## src/rtl/serial_add_sub_if.sv

```systemverilog
// Operand/result handshake bundle for serial_add_sub.
// master = operand source + result sink, slave = the adder.
interface serial_add_sub_if #(
    parameter int WIDTH = 16
);
    logic             in_valid;
    logic             in_ready;
    logic [WIDTH-1:0] x;
    logic [WIDTH-1:0] y;
    logic             sub;
    logic             cin;
    logic             out_valid;
    logic             out_ready;
    logic [WIDTH-1:0] sum;
    logic             cout;
    logic             ovf;

    modport master (
        output in_valid, x, y, sub, cin, out_ready,
        input  in_ready, out_valid, sum, cout, ovf
    );

    modport slave (
        input  in_valid, x, y, sub, cin, out_ready,
        output in_ready, out_valid, sum, cout, ovf
    );
endinterface

```

## src/rtl/serial_add_sub.sv

```systemverilog
// Multi-cycle add/sub: CHUNK bits per clock, LSB chunk first, carry held in a register.
// Flags carry-out (sub: 1 = no borrow) and signed overflow on the final chunk.
module serial_add_sub #(
    parameter int WIDTH = 16,
    parameter int CHUNK = 4
) (
    input  logic            clk,
    input  logic            rst_n,
    serial_add_sub_if.slave bus
);
    localparam int NCH = WIDTH / CHUNK;
    localparam int CW  = (NCH > 1) ? $clog2(NCH) : 1;

    typedef enum logic [1:0] {IDLE, RUN, DONE} state_t;

    state_t           state_q, state_d;
    logic [WIDTH-1:0] x_q, y_q, sum_q;
    logic             carry_q, cout_q, ovf_q;
    logic [CW-1:0]    cnt_q;
    logic             accept, last, msb_cin;
    logic [CHUNK:0]   csum;

    assign csum    = {1'b0, x_q[CHUNK-1:0]} + {1'b0, y_q[CHUNK-1:0]} + {{CHUNK{1'b0}}, carry_q};
    // carry into the chunk's top bit, recovered from the sum bit
    assign msb_cin = x_q[CHUNK-1] ^ y_q[CHUNK-1] ^ csum[CHUNK-1];
    assign last    = (cnt_q == CW'(NCH - 1));

    always_ff @(posedge clk or negedge rst_n) begin
        if (!rst_n) state_q <= IDLE;
        else        state_q <= state_d;
    end

    always_comb begin
        state_d = state_q;
        accept  = 1'b0;
        case (state_q)
            IDLE: if (bus.in_valid) begin
                accept  = 1'b1;
                state_d = RUN;
            end
            RUN:  if (last) state_d = DONE;
            DONE: if (bus.out_ready) state_d = IDLE;
            default: state_d = IDLE;
        endcase
    end

    always_ff @(posedge clk or negedge rst_n) begin
        if (!rst_n) begin
            x_q     <= '0;
            y_q     <= '0;
            sum_q   <= '0;
            carry_q <= 1'b0;
            cout_q  <= 1'b0;
            ovf_q   <= 1'b0;
            cnt_q   <= '0;
        end else if (accept) begin
            // subtract is X + ~Y + !borrow
            x_q     <= bus.x;
            y_q     <= bus.sub ? ~bus.y : bus.y;
            carry_q <= bus.cin ^ bus.sub;
            cnt_q   <= '0;
        end else if (state_q == RUN) begin
            sum_q[cnt_q*CHUNK +: CHUNK] <= csum[CHUNK-1:0];
            carry_q <= csum[CHUNK];
            x_q     <= x_q >> CHUNK;
            y_q     <= y_q >> CHUNK;
            cnt_q   <= cnt_q + 1'b1;
            if (last) begin
                cout_q <= csum[CHUNK];
                ovf_q  <= msb_cin ^ csum[CHUNK];
            end
        end
    end

    assign bus.in_ready  = (state_q == IDLE);
    assign bus.out_valid = (state_q == DONE);
    assign bus.sum       = sum_q;
    assign bus.cout      = cout_q;
    assign bus.ovf       = ovf_q;
endmodule

```

## src/flat_wrapper.sv

```systemverilog
// flat-port wrapper written by rule: the top's interface ports become plain ports
module serial_add_sub_flat 
#(
    parameter int WIDTH = 16,
    parameter int CHUNK = 4
)
  (clk, rst_n, bus_in_valid, bus_x, bus_y, bus_sub, bus_cin, bus_out_ready, bus_in_ready, bus_out_valid, bus_sum, bus_cout, bus_ovf);
  serial_add_sub_if #(.WIDTH(WIDTH)) bus_i ();
  input  logic clk;
  input  logic rst_n;
  input wire logic [$bits(bus_i.in_valid)-1:0] bus_in_valid;
  input wire logic [$bits(bus_i.x)-1:0] bus_x;
  input wire logic [$bits(bus_i.y)-1:0] bus_y;
  input wire logic [$bits(bus_i.sub)-1:0] bus_sub;
  input wire logic [$bits(bus_i.cin)-1:0] bus_cin;
  input wire logic [$bits(bus_i.out_ready)-1:0] bus_out_ready;
  output wire logic [$bits(bus_i.in_ready)-1:0] bus_in_ready;
  output wire logic [$bits(bus_i.out_valid)-1:0] bus_out_valid;
  output wire logic [$bits(bus_i.sum)-1:0] bus_sum;
  output wire logic [$bits(bus_i.cout)-1:0] bus_cout;
  output wire logic [$bits(bus_i.ovf)-1:0] bus_ovf;
  assign bus_i.in_valid = bus_in_valid;
  assign bus_i.x = bus_x;
  assign bus_i.y = bus_y;
  assign bus_i.sub = bus_sub;
  assign bus_i.cin = bus_cin;
  assign bus_i.out_ready = bus_out_ready;
  assign bus_in_ready = bus_i.in_ready;
  assign bus_out_valid = bus_i.out_valid;
  assign bus_sum = bus_i.sum;
  assign bus_cout = bus_i.cout;
  assign bus_ovf = bus_i.ovf;
  serial_add_sub #(.WIDTH(WIDTH), .CHUNK(CHUNK)) u_core (.clk(clk), .rst_n(rst_n), .bus(bus_i));
endmodule
```

## config.mk

```make
export PLATFORM = sky130hd
export DESIGN_NAME = serial_add_sub_flat
export DESIGN_NICKNAME = d
export VERILOG_FILES = /design/src/rtl/serial_add_sub_if.sv /design/src/rtl/serial_add_sub.sv /design/src/flat_wrapper.sv
export SDC_FILE = /design/constraint.sdc
export NUM_CORES = 1
export LEC_CHECK = 0
export CELL_PAD_IN_SITES_DETAIL_PLACEMENT = 0
export CELL_PAD_IN_SITES_GLOBAL_PLACEMENT = 1
export CORE_ASPECT_RATIO = 2
export CORE_UTILIZATION = 52
export DETAILED_ROUTE_END_ITERATION = 16
export DONT_BUFFER_PORTS = 1
export PLACE_DENSITY = 0.94
export SLEW_MARGIN = 20
export SYNTH_ARGS = -nofsm -noshare
export SYNTH_HDL_FRONTEND = slang
export SYNTH_SLANG_ARGS = --single-unit
```

## constraint.sdc

```tcl
create_clock -name clk -period 4 [get_ports clk]
set_input_delay 0.4 -clock clk [delete_from_list [all_inputs] [get_ports clk]]
set_output_delay 0.4 -clock clk [all_outputs]
set_load 0.01 [all_outputs]
```

After elaboration in Yosys (flattened, before gate mapping)

Index checks and enable logic that the tools add are counted.

Register bits after elaboration: 55
Word-level logic and storage cells: 47
Output and inout bits: 20

Multiplexer cells: 16
Reduce and logical (&&, ||, !) cells: 5
Shift operators: 2
Equality and inequality tests: 6
Bitwise gates (word level): 6
$add $sub $neg: 4

Operators with widths:

| kind                                                  | count |
|---|---|
| 2-to-1 mux 16 bit                                     | 5 |
| negator 4 -> 34 bit                                   | 1 |
| variable shift 4 x 34 -> 16 bit, first input constant | 1 |
| variable part select 4 x 34 -> 16 bit                 | 1 |
| bitwise mux 16 bit                                    | 1 |
| inverter 16 bit                                       | 1 |
| 2-to-1 mux 2 bit                                      | 5 |
| one-hot mux 2 bit (3 select lines)                    | 1 |
| AND reduction 3 bit                                   | 2 |
| adder 4 x 4 -> 5 bit                                  | 1 |
| adder 5 x 1 -> 5 bit                                  | 1 |
| == test 2 bit, second input constant                  | 2 |
| 2-to-1 mux 1 bit                                      | 4 |
| inequality test 2 bit, second input constant          | 2 |
| XOR 1 bit                                             | 4 |
| adder 2 x 1 -> 2 bit, second input constant           | 1 |
| == test 2 x 1 -> 1 bit, second input constant         | 1 |
| logical NOT 2 bit                                     | 1 |
| inequality test 2 x 1 -> 1 bit, second input constant | 1 |
| AND reduction 2 bit                                   | 1 |
| nonzero test 2 bit                                    | 1 |
| inverter 1 bit                                        | 1 |

Logic depth before layout (Yosys ltp)

Gate-level depths: netlist of run 1.

Word-level depth: 4
Mapped depth: 6
Mapped depth without buffers: 6

Least setup slack after synthesis of run 1

Ideal clock, no wire load.

Kind: register to register
Start: register u_core.carry_q
End: register u_core.ovf_q, in the netlist u_core.bus.ovf
Data required time: 3.873 ns
Arrival time: 1.818 ns
Path buffers: 0
Library setup time: 0.127 ns
Cell stages (with the launch flop): 7
Path slack: 2.055 ns
Cells stage by stage: dfrtp_1 -> fa_1 -> fa_1 -> a21o_1 -> a21oi_1 -> xnor2_1 -> o21ai_0

Longest elaborated chain between the ends: 3

Ends and longest elaborated chain:

| item                   | line                 | source |
|---|---|---|
| from (decl)            | serial_add_sub.sv:18 | `logic carry_q, cout_q, ovf_q;` |
| from (signal assigned) | serial_add_sub.sv:60 | `carry_q <= bus.cin ^ bus.sub;` |
| from (signal assigned) | serial_add_sub.sv:64 | `carry_q <= csum[CHUNK];` |
| adder 5 x 1 -> 5 bit * | serial_add_sub.sv:23 | `assign csum = {1'b0, x_q[CHUNK-1:0]} + {1'b0, y_q[CHUNK-1:0]} + {{CHUNK{1'b0}}, carry_q};` |
| XOR 1 bit              | serial_add_sub.sv:25 | `assign msb_cin = x_q[CHUNK-1] ^ y_q[CHUNK-1] ^ csum[CHUNK-1];` |
| XOR 1 bit *            | serial_add_sub.sv:70 | `ovf_q <= msb_cin ^ csum[CHUNK];` |
| to (signal assigned)   | serial_add_sub.sv:70 |  |
| to (decl)              | serial_add_sub.sv:18 |  |

Mark *: on every way between the ends. The rest lies on a longest branch, timed or not.
A chain may end at the register's enable or synchronous reset.

Worst setup path after layout of run 1

Start: register u_core.cnt_q[0]
End: register u_core.sum_q[13], in the netlist u_core.bus.sum[13]

Longest elaborated chain between the ends: 3
Elaborated cells between the ends (all ways): 4

Ends and longest elaborated chain:

| item                                                                                     | line                 | source |
|---|---|---|
| from (decl)                                                                              | serial_add_sub.sv:19 | `logic [CW-1:0] cnt_q;` |
| from (signal assigned)                                                                   | serial_add_sub.sv:67 | `cnt_q <= cnt_q + 1'b1;` |
| negator 4 -> 34 bit *                                                                    | serial_add_sub.sv:63 | `sum_q[cnt_q*CHUNK +: CHUNK] <= csum[CHUNK-1:0];` |
| variable part select 4 x 34 -> 16 bit or variable shift 4 x 34 -> 16 bit (tied branches) | serial_add_sub.sv:63 |  |
| bitwise mux 16 bit *                                                                     | serial_add_sub.sv:63 |  |
| to (signal, indexed assignment)                                                          | serial_add_sub.sv:63 |  |
| to (decl)                                                                                | serial_add_sub.sv:17 | `logic [WIDTH-1:0] x_q, y_q, sum_q;` |

Marked as above.

==> results of run 1 <==
-- critical path, delay by kind of cell, from the launching register on --
kind	cells	cell delay, ns
and+or+nand+nor	1	0.65
AOI/OAI and AO/OA	1	0.25
adders and majority gates	1	0.40
buffers and inverters	1	0.16
DFF	1	0.56
-- flip-flops by register name, indices dropped and copies added (netlist names) --
name,flops
u_core.carry_q,1
u_core.bus.sum,16
u_core.cnt_q,2
u_core.bus.cout,1
u_core.bus.ovf,1
u_core.state_q,2
u_core.y_q,16
u_core.x_q,16
-- through the flow --
| stage | std cells | utilization (%) | setup slack (ns) | total power, W | cell area, um2 |
|---|---|---|---|---|---|
| 2_1_floorplan | 232 | - | 2.055 | 0.001689 | 2551 |
| 3_3_place_gp | 276 | 55.58 | 1.981 | 0.001890 | 2580 |
| 3_5_place_dp | 276 | 55.58 | 1.927 | 0.001930 | 2580 |
| 4_1_cts | 286 | 58.14 | 1.914 | 0.002232 | 2699 |
| 5_1_grt | 286 | 58.14 | 1.767 | 0.002376 | 2699 |
| 6_report | 286 | 58.14 | 1.916 | 0.002208 | 2699 |
-- cell families (layout without fill, tap and decap cells) --
logic type,Yosys count,in the layout
buf+inv,16,15
simple gates,70,70
fa+ha+maj,11,11
compound gates,60,60
xor+xnor,20,20
flops,55,55
-- path summary, 6_finish.rpt --
path | slack, ns | from | endpoint
min reg2reg | 0.48 | u_core.x_q[5] | u_core.x_q[5]
min in group asynchronous | 0.62 | rst_n | u_core.bus.sum[14]
max in group asynchronous | 3.15 | rst_n | u_core.bus.sum[2]
max reg2reg | 1.92 | u_core.cnt_q[0] | u_core.bus.sum[13]
max | 1.92 | u_core.cnt_q[0] | u_core.bus.sum[13]
min | 0.19 | bus_out_ready | u_core.state_q[1]
-- cells in the final DEF, fill, tap and decap left out, types with 2 or more instances in the layout --
cell and instances:
a21o_1 2, a21oi_1 2, a221o_1 12, a22o_1 16, a22oi_1 13, and3_1 2, buf_4 2, clkbuf_1 2
clkbuf_8 5, dfrtp_1 55, fa_1 2, ha_1 9, inv_1 3, nand2_1 43, nand2b_1 2, nand3_1 4
nor2_1 13, o21ai_0 14, xnor2_1 18, xor2_1 2
-- cells in the mapped netlist (all sizes together) --
master / number
nand3: 4
a221o: 12
xor2: 2
o21ai: 14
o31ai: 1
a21oi: 2
dfrtp: 55
a22oi: 13
nand2: 43
inv: 3
nor3b: 2
buf: 7
clkbuf: 6
xnor2: 18
nor4: 1
a22o: 16
ha: 9
a21o: 2
nand2b: 2
nor2: 14
nor4b: 1
fa: 2
and3: 2
nor2b: 1
-- layout make-up --
cell class / instances / area share [%]
clock buffers: 7 / 2.828
clock inverters: 1 / 0.1854
inverters: 3 / 0.4172
multi-input cells: 161 / 41.08
flip-flops and latches: 55 / 51.00
well taps: 55 / 2.550
repair buffers: 4 / 1.947
-- metal layers --
layer	track usage [%]	share of wire [%]	up-vias
li1	-	-	814
met1	23.04	36	829
met2	38.16	57	46
met3	4.072	3.6	8
met4	11.64	2.8	0
met5	0	0	-
-- power groups by stage --
| stage | combinational (W) | sequential (W) | clock (W) |
|---|---|---|---|
| after CTS | 0.000954 | 0.000980 | 0.000299 |
| after global routing | 0.00105 | 0.00101 | 0.000321 |
| after global placement | 0.000906 | 0.000984 | 0 |
| final | 0.000943 | 0.000976 | 0.000289 |
| after detailed placement | 0.000938 | 0.000992 | 0 |
| after floorplan | 0.000750 | 0.000939 | 0 |
-- timing repair --
item | CTS | global route
hold buffers | 2 | 0
setup endpoints to repair | 0 | 0
hold endpoints to repair | 55 | 0
==> impl_metrics.tcl, run 1 <==
set metrics [dict create \
    cp_cell_sequence "inv_1, ha_1, nor4_1, a22o_1" \
    synth_top_family_by_area "compound AO/OA/AOI/OAI gates" \
    status "complete, no violations" \
    drv_slew 0 \
    antenna_found_initial 0 \
    die_y_um 101.1 \
    synth.avg_cell_area_um2 11.00 \
    place.gp.congestion 0.8523 \
    overflow 0 \
    ys_seq_area_share_pct 53.95 \
    core_mm2 0.004642 \
    fin_nets 279 \
    crit_path_start_kind "register" \
    synth_mux_area_share_pct 0 \
    hold_class "input pin to register" \
    post-dp-hpwl_um 3632 \
    max_stage_delay_ns 0.65 \
    grt_use_total_pct 21.50 \
    synth_area_mm2 0.002551 \
    p_sw_w 0.0009230 \
    drt-total-wl_um 4962 \
    cp.arrival_ns 2.33 \
    htreeDepth 2 \
    numCtsBuffers 5 \
    dieArea_mm2 0.005207 \
    timing.final.crit_period_ns 2.084 \
    fin_crit_sh_pct 52.09 \
    routed_via_density 5.934 \
    numPortBuffers 0 \
    cts_setup_buffers 0 \
    ir_worst_vdd_mv 0.5057 \
    antenna_cells 0 \
    synthCells 232 \
    post_cts_resized 0 \
    required_ns 4.24 \
    dr.pass1.iters 4 \
    grt_max_degree 56 \
    tns_ns 0 \
    maxCapViolCount 0 \
    rr_worst_depth 4 \
    p_clk_share_pct 13.1 \
    synth_compound_area_share_pct 18.05 \
    p_leak_nw 1.262 \
    combPwrFrac_pct 42.7 \
    path_clk_slew_ns 0.09 \
    synth_area_leaders "dfrtp_1, nand2_1, xnor2_1" \
    path_class "register to register" \
    multi_input_area_mm2 0.001109 \
    setup_viol 0 \
    yosys.area.top_type "dfrtp_1" \
    drc 0 \
    cp-end-kind "register" \
    rsz0062_at_grt "false" \
    pwr-share-seq_pct 44.2 \
    tritoncts "yes" \
    hold_slack_ns 0.1945 \
    fmax_mhz 479.9 \
    p_int_w 0.001285 \
    root_buffer "clkbuf_8" \
    grt_pass1_wl_um 8086 \
    yosysWarnings 0 \
    holdPathStages 1 \
    drt_iter0_drc 37 \
    rows 35 \
    n_fill_cell 440 \
    antenna_left 0 \
    power_switching_share_pct 41.80 \
    clk_latency_ns 0.30 \
    synth_xor_area_share_pct 6.866 \
    pin_count 58 \
    hold_viol_final 0 \
    synth-simple-area-share_pct 12.46 \
    cts.sinks 55 \
    synth.distinct_cells 26 \
    grt_pass1_vias 1713 \
    finClkSkew_ns 0.002635 \
    syn_nets 281 \
    regArea_mm2 0.001376 \
    path_max_fanout 9 \
    routedWlPerCell_um 17.35 \
    relSlewSlack_pct 34.97 \
    tightest_slew_ns 0.9744 \
    synth_fa_ha_area_share_pct 5.983 \
    die_w_um 51.53 \
    layout-drive-gt1-share_pct 5.628 \
    syn_to_final_growth_pct 5.787 \
    power_density_mw_per_mm2 818.1 \
    ys_seq_elements 55 \
    cts_buffer_depth 2 \
    initial_core_util_pct 54.96 \
    yosys.area.top_type_share_pct 53.95 \
    critPathSlowestCell "nor4_1" \
    dr_total_vias 1697 \
]
No activity file was read; power rests on OpenSTA's default activity.
==> run 2, diff against run 1 <==
Settings changed: CORE_UTILIZATION 52 to 44, PLACE_DENSITY 0.94 to 0.86.
Clock period 4 ns to 1.9 ns, I/O delays scaled along.
==> impl_metrics.tcl, run 2 (synthesized netlist as in run 1, its figures left out) <==
set metrics [dict create \
    status "complete, no violations" \
    maxCapViolCount 0 \
    cp_common_cell "fa_2" \
    layout-drive-gt1-share_pct 10.48 \
    max_stage_delay_ns 0.42 \
    antenna_cells 0 \
    fin_crit_sh_pct 96.91 \
    cp-end-kind "register" \
    pin_count 58 \
    initial_core_util_pct 46.26 \
    mostFrequentLayoutCells "dfrtp_1, nand2_1, xnor2_1, a22o_1" \
    rows 38 \
    critPathSlowestCell "dfrtp_1" \
    cts_setup_buffers 0 \
    drt-total-wl_um 5368 \
    root_buffer "clkbuf_8" \
    crit_path_start_kind "register" \
    grt_pass1_vias 1774 \
    timing.reg2reg.setup_slack_ns 0.06 \
    fin_nets 296 \
    rsz0062_at_grt "true" \
    cts_buffer_depth 2 \
    path_clk_slew_ns 0.10 \
    crit_family "adder cells" \
    dr.pass1.iters 4 \
    setup_ws_ns 0.05866 \
    p_leak_nw 1.355 \
    setup_viol 0 \
    p_int_w 0.002985 \
    hold_class "input pin to register" \
    antenna_left 0 \
    timing.final.crit_period_ns 1.841 \
    hp-start "bus_x[5]" \
    syn_to_final_growth_pct 14.47 \
    core_mm2 0.005515 \
    post-dp-hpwl_um 3761 \
    finClkSkew_ns 0.007715 \
    r2r-start "u_core.carry_q" \
    htreeDepth 2 \
    tightest_slew_ns 0.6056 \
    drt_iter0_drc 61 \
    drc 0 \
    post-route-util_pct 52.95 \
    drv_slew 0 \
    numCtsBuffers 5 \
    cts.sinks 55 \
    routed_via_density 5.838 \
    dr_total_vias 1798 \
    antenna_found_initial 0 \
    critPathBufInv 0 \
    grt_pass1_wl_um 8728 \
    ir_worst_vdd_mv 1.704 \
    fmax_mhz 543.1 \
    final_common_cell "dfrtp_1" \
    numPortBuffers 0 \
    path_class "register to register" \
    hold_viol_final 0 \
    routedWlPerCell_um 17.43 \
    die_w_um 55.85 \
    post-place-ws_ns -0.04451 \
    p_sw_w 0.002054 \
    overflow 0 \
    dieArea_mm2 0.006125 \
    path_max_fanout 3 \
    pwr-share-seq_pct 40.6 \
    grt_max_degree 56 \
    power_switching_share_pct 40.77 \
    required_ns 2.10 \
    relSlewSlack_pct 59.53 \
    die_y_um 109.7 \
    place.gp.congestion 0.7445 \
    crit_start "u_core.carry_q" \
    power_density_mw_per_mm2 1726 \
    cp.arrival_ns 2.04 \
    p_clk_share_pct 15.4 \
    cp_cell_sequence "fa_2, fa_2, a21o_1, a21oi_2, xnor2_1, o21ai_1" \
    combPwrFrac_pct 44.1 \
    clk_latency_ns 0.31 \
    grt_use_total_pct 18.55 \
    tritoncts "yes" \
]
==> run 2: cell count changes in the layout (fill, tap and decap cells not counted), moves of 2 or more <==
cell           change
clkbuf_1           -2
a21oi_2            +2
buf_4              +5
fa_1               -2
a21oi_1            -2
dlygate4sd3_1     +11
fa_2               +2
==> run 2: worst paths after layout <==
kind / to / cells past startpoint
worst min-delay path: u_core.x_q[5] / 2
worst max register to register: u_core.bus.ovf / 6
min in group asynchronous: u_core.y_q[2] / 2
worst min register to register: u_core.x_q[6] / 2
worst max-delay path: u_core.bus.ovf / 6
max in group asynchronous: u_core.y_q[15] / 2
==> run 2: cell type report <==
cell class	count	area (um2)
Sequential cell	55	1376
Clock buffer	5	68.82
Inverter	3	11.26
Clock inverter	3	43.79
Timing Repair Buffer	21	211.5
Tap cell	60	75.07
Multi-Input combinational cell	161	1134
Fill cell	504	2595
==> run 2: repair_timing <==
item / in CTS / in global routing
pin swaps: 0 / 1
hold endpoints to repair: 65 / 1
hold buffers: 12 / 1
endpoints found under the setup margin: 6 / 9
gates resized for setup: 2 / 4
gates cloned: 0 / 0
==> run 2: power by group through the flow <==
| stage | combinational (W) | clock [W] | sequential, W |
|---|---|---|---|
| 2_1_floorplan | 0.00160 | 0 | 0.00198 |
| 3_3_place_gp | 0.00204 | 0 | 0.00205 |
| 3_5_place_dp | 0.00209 | 0 | 0.00207 |
| 4_1_cts | 0.00219 | 0.000788 | 0.00204 |
| 5_1_grt | 0.00248 | 0.000829 | 0.00210 |
| 6_report | 0.00222 | 0.000775 | 0.00204 |
==> run 2: per-stage QoR <==
stage / area [um2] / power [W] / hold WS [ns] / TNS [ns] / std cells
floorplan: 2557 / 0.003580 / -0.1056 / 0 / 232
global placement: 2638 / 0.004087 / -0.1038 / 0 / 287
detailed placement: 2638 / 0.004159 / -0.1039 / -0.1406 / 287
CTS: 2898 / 0.005019 / 0.0008039 / 0 / 307
global route: 2920 / 0.005414 / 0.003712 / -0.03521 / 308
finish: 2920 / 0.005039 / 0.007769 / 0 / 308
==> run 2: routing by layer <==
metal	up-vias	wire length [um]	track usage (%)	part of all wire (%)
met2	45	2931	33.39	55
met4	0	145	8.014	2.7
met3	10	172	4.353	3.2
met1	892	2119	20.81	39
met5	-	0	0	0
li1	851	-	-	-
==> run 3, diff against run 2 <==
Settings changed: CORE_UTILIZATION 44 to 52, PLACE_DENSITY 0.86 to 0.85.
Clock period 1.9 ns to 2.2 ns, I/O delays scaled along.
==> impl_metrics.tcl, run 3 (synthesized netlist as in run 1, its figures left out) <==
set metrics [dict create \
    status "complete, no violations" \
    rsz0062_at_grt "false" \
    cp_common_cell "fa_1" \
    overflow 0 \
    dr.pass1.iters 4 \
    grt_pass1_vias 1806 \
    path_clk_slew_ns 0.10 \
    dr_total_vias 1712 \
    mostFrequentLayoutCells "dfrtp_1, nand2_1, xnor2_1, a22o_1, o21ai_0" \
    path_class "register to register" \
    layout-drive-gt1-share_pct 7.725 \
    drt-total-wl_um 5069 \
    final_cells 288 \
    cp.arrival_ns 2.20 \
    fin_nets 281 \
    timing.reg2reg.setup_slack_ns 0.20 \
    cp_cell_sequence "fa_1, fa_1, a21o_1, a21oi_2, xnor2_1, o21ai_0" \
    cp-end-kind "register" \
    hold_class "input pin to register" \
    critPathSlowestCell "fa_1" \
    clk_latency_ns 0.31 \
    relSlewSlack_pct 29.58 \
    use_met2_pct 38.86 \
    place_area_mm2 0.002595 \
    holdPathStages 1 \
    fin_area_mm2 0.002754 \
    pin_count 58 \
    syn_to_final_growth_pct 7.945 \
    place.gp.congestion 0.8462 \
    crit_start "u_core.carry_q" \
    antenna_found_initial 0 \
    antenna_left 0 \
    die_w_um 51.53 \
    routedWlPerCell_um 17.60 \
    numCtsBuffers 5 \
    tns_ns 0 \
    grt_busiest_layer "met2" \
    r2r-start "u_core.carry_q" \
    rows 35 \
    fmax_mhz 498.9 \
    htreeDepth 2 \
    crit_end "u_core.bus.ovf" \
    hold_viol_final 0 \
    path_max_fanout 3 \
    p_leak_nw 1.292 \
    rr_worst_depth 6 \
    antenna_cells 0 \
    initial_core_util_pct 54.96 \
    max_stage_delay_ns 0.46 \
    dieArea_mm2 0.005207 \
    cp.depth 6 \
    routed_via_density 5.944 \
    fin_crit_sh_pct 91.10 \
    grt_pass1_wl_um 8190 \
    core_mm2 0.004642 \
    drv_slew 0 \
    setup_viol 0 \
    crit_path_start_kind "register" \
    tightest_slew_ns 1.055 \
    crit_family "adder cells" \
    grt_util_met3_pct 5.732 \
    required_ns 2.39 \
    grt_max_degree 56 \
    use_met1_pct 22.64 \
    final_common_cell "dfrtp_1" \
    drc 0 \
    timing.final.crit_period_ns 2.004 \
    maxCapViolCount 0 \
    tritoncts "yes" \
    cts_buffer_depth 2 \
    p_total_w 0.004216 \
    drt_iter0_drc 27 \
    power_density_mw_per_mm2 1531 \
    worstReg2RegEnd "u_core.bus.ovf" \
    root_buffer "clkbuf_8" \
    grt_use_total_pct 21.62 \
    n_fill_cell 443 \
    cts.sinks 55 \
    post-dp-hpwl_um 3681 \
    finClkSkew_ns 0.006933 \
    die_y_um 101.1 \
    place_inst 278 \
    cts_setup_buffers 0 \
    numPortBuffers 0 \
    critPathBufInv 0 \
    ir_worst_vdd_mv 0.8127 \
    post-route-util_pct 59.33 \
]
-- run 3: what timing repair did --
item	CTS	global route
hold buffers	2	0
endpoints found under the setup margin	0	1
endpoints found under the hold margin	55	0
gates resized for setup	0	1
-- run 3: how the worst min path moves through the flow --
| stage | start | to |
|---|---|---|
| after floorplan | rst_n | u_core.bus.cout |
| after global placement | rst_n | u_core.bus.sum[5] |
| after detailed placement | rst_n | u_core.bus.sum[6] |
| after CTS | bus_out_ready | u_core.state_q[1] |
| after global routing | bus_x[14] | u_core.x_q[14] |
| final | bus_out_ready | u_core.state_q[1] |
-- run 3: per-layer routing --
layer	part of all wire, %	vias up
met1	40	839
met3	3.4	9
li1	-	816
met5	0	-
met2	55	48
met4	2.1	0
-- run 3: area by class of cell --
cell class	instances	area, um2	area share (%)
clock inverters	2	35.03	1.272
clock buffers	6	82.58	2.999
flip-flops and latches	55	1376	49.98
repair buffers	6	67.56	2.453
well taps	55	68.82	2.499
multi-input cells	161	1112	40.39
inverters	3	11.26	0.4089
-- run 3: per-stage QoR --
| step | setup WS (ns) | hold WS, ns |
|---|---|---|
| floorplan | 0.2548 | -0.07559 |
| global placement | 0.1635 | -0.07400 |
| detailed placement | 0.1205 | -0.07444 |
| CTS | 0.1038 | 0.003227 |
| global route | 0.03841 | 0.01453 |
| finish | 0.1957 | 0.002564 |
-- run 3: where the power goes --
| group | leakage (nW) | switching, W | internal [W] |
|---|---|---|---|
| logic | 0.514 | 0.00104 | 0.000707 |
| registers | 0.716 | 0.000354 | 0.00142 |
| clock network | 0.0612 | 0.000324 | 0.000369 |
| total | 1.29 | 0.00172 | 0.00250 |
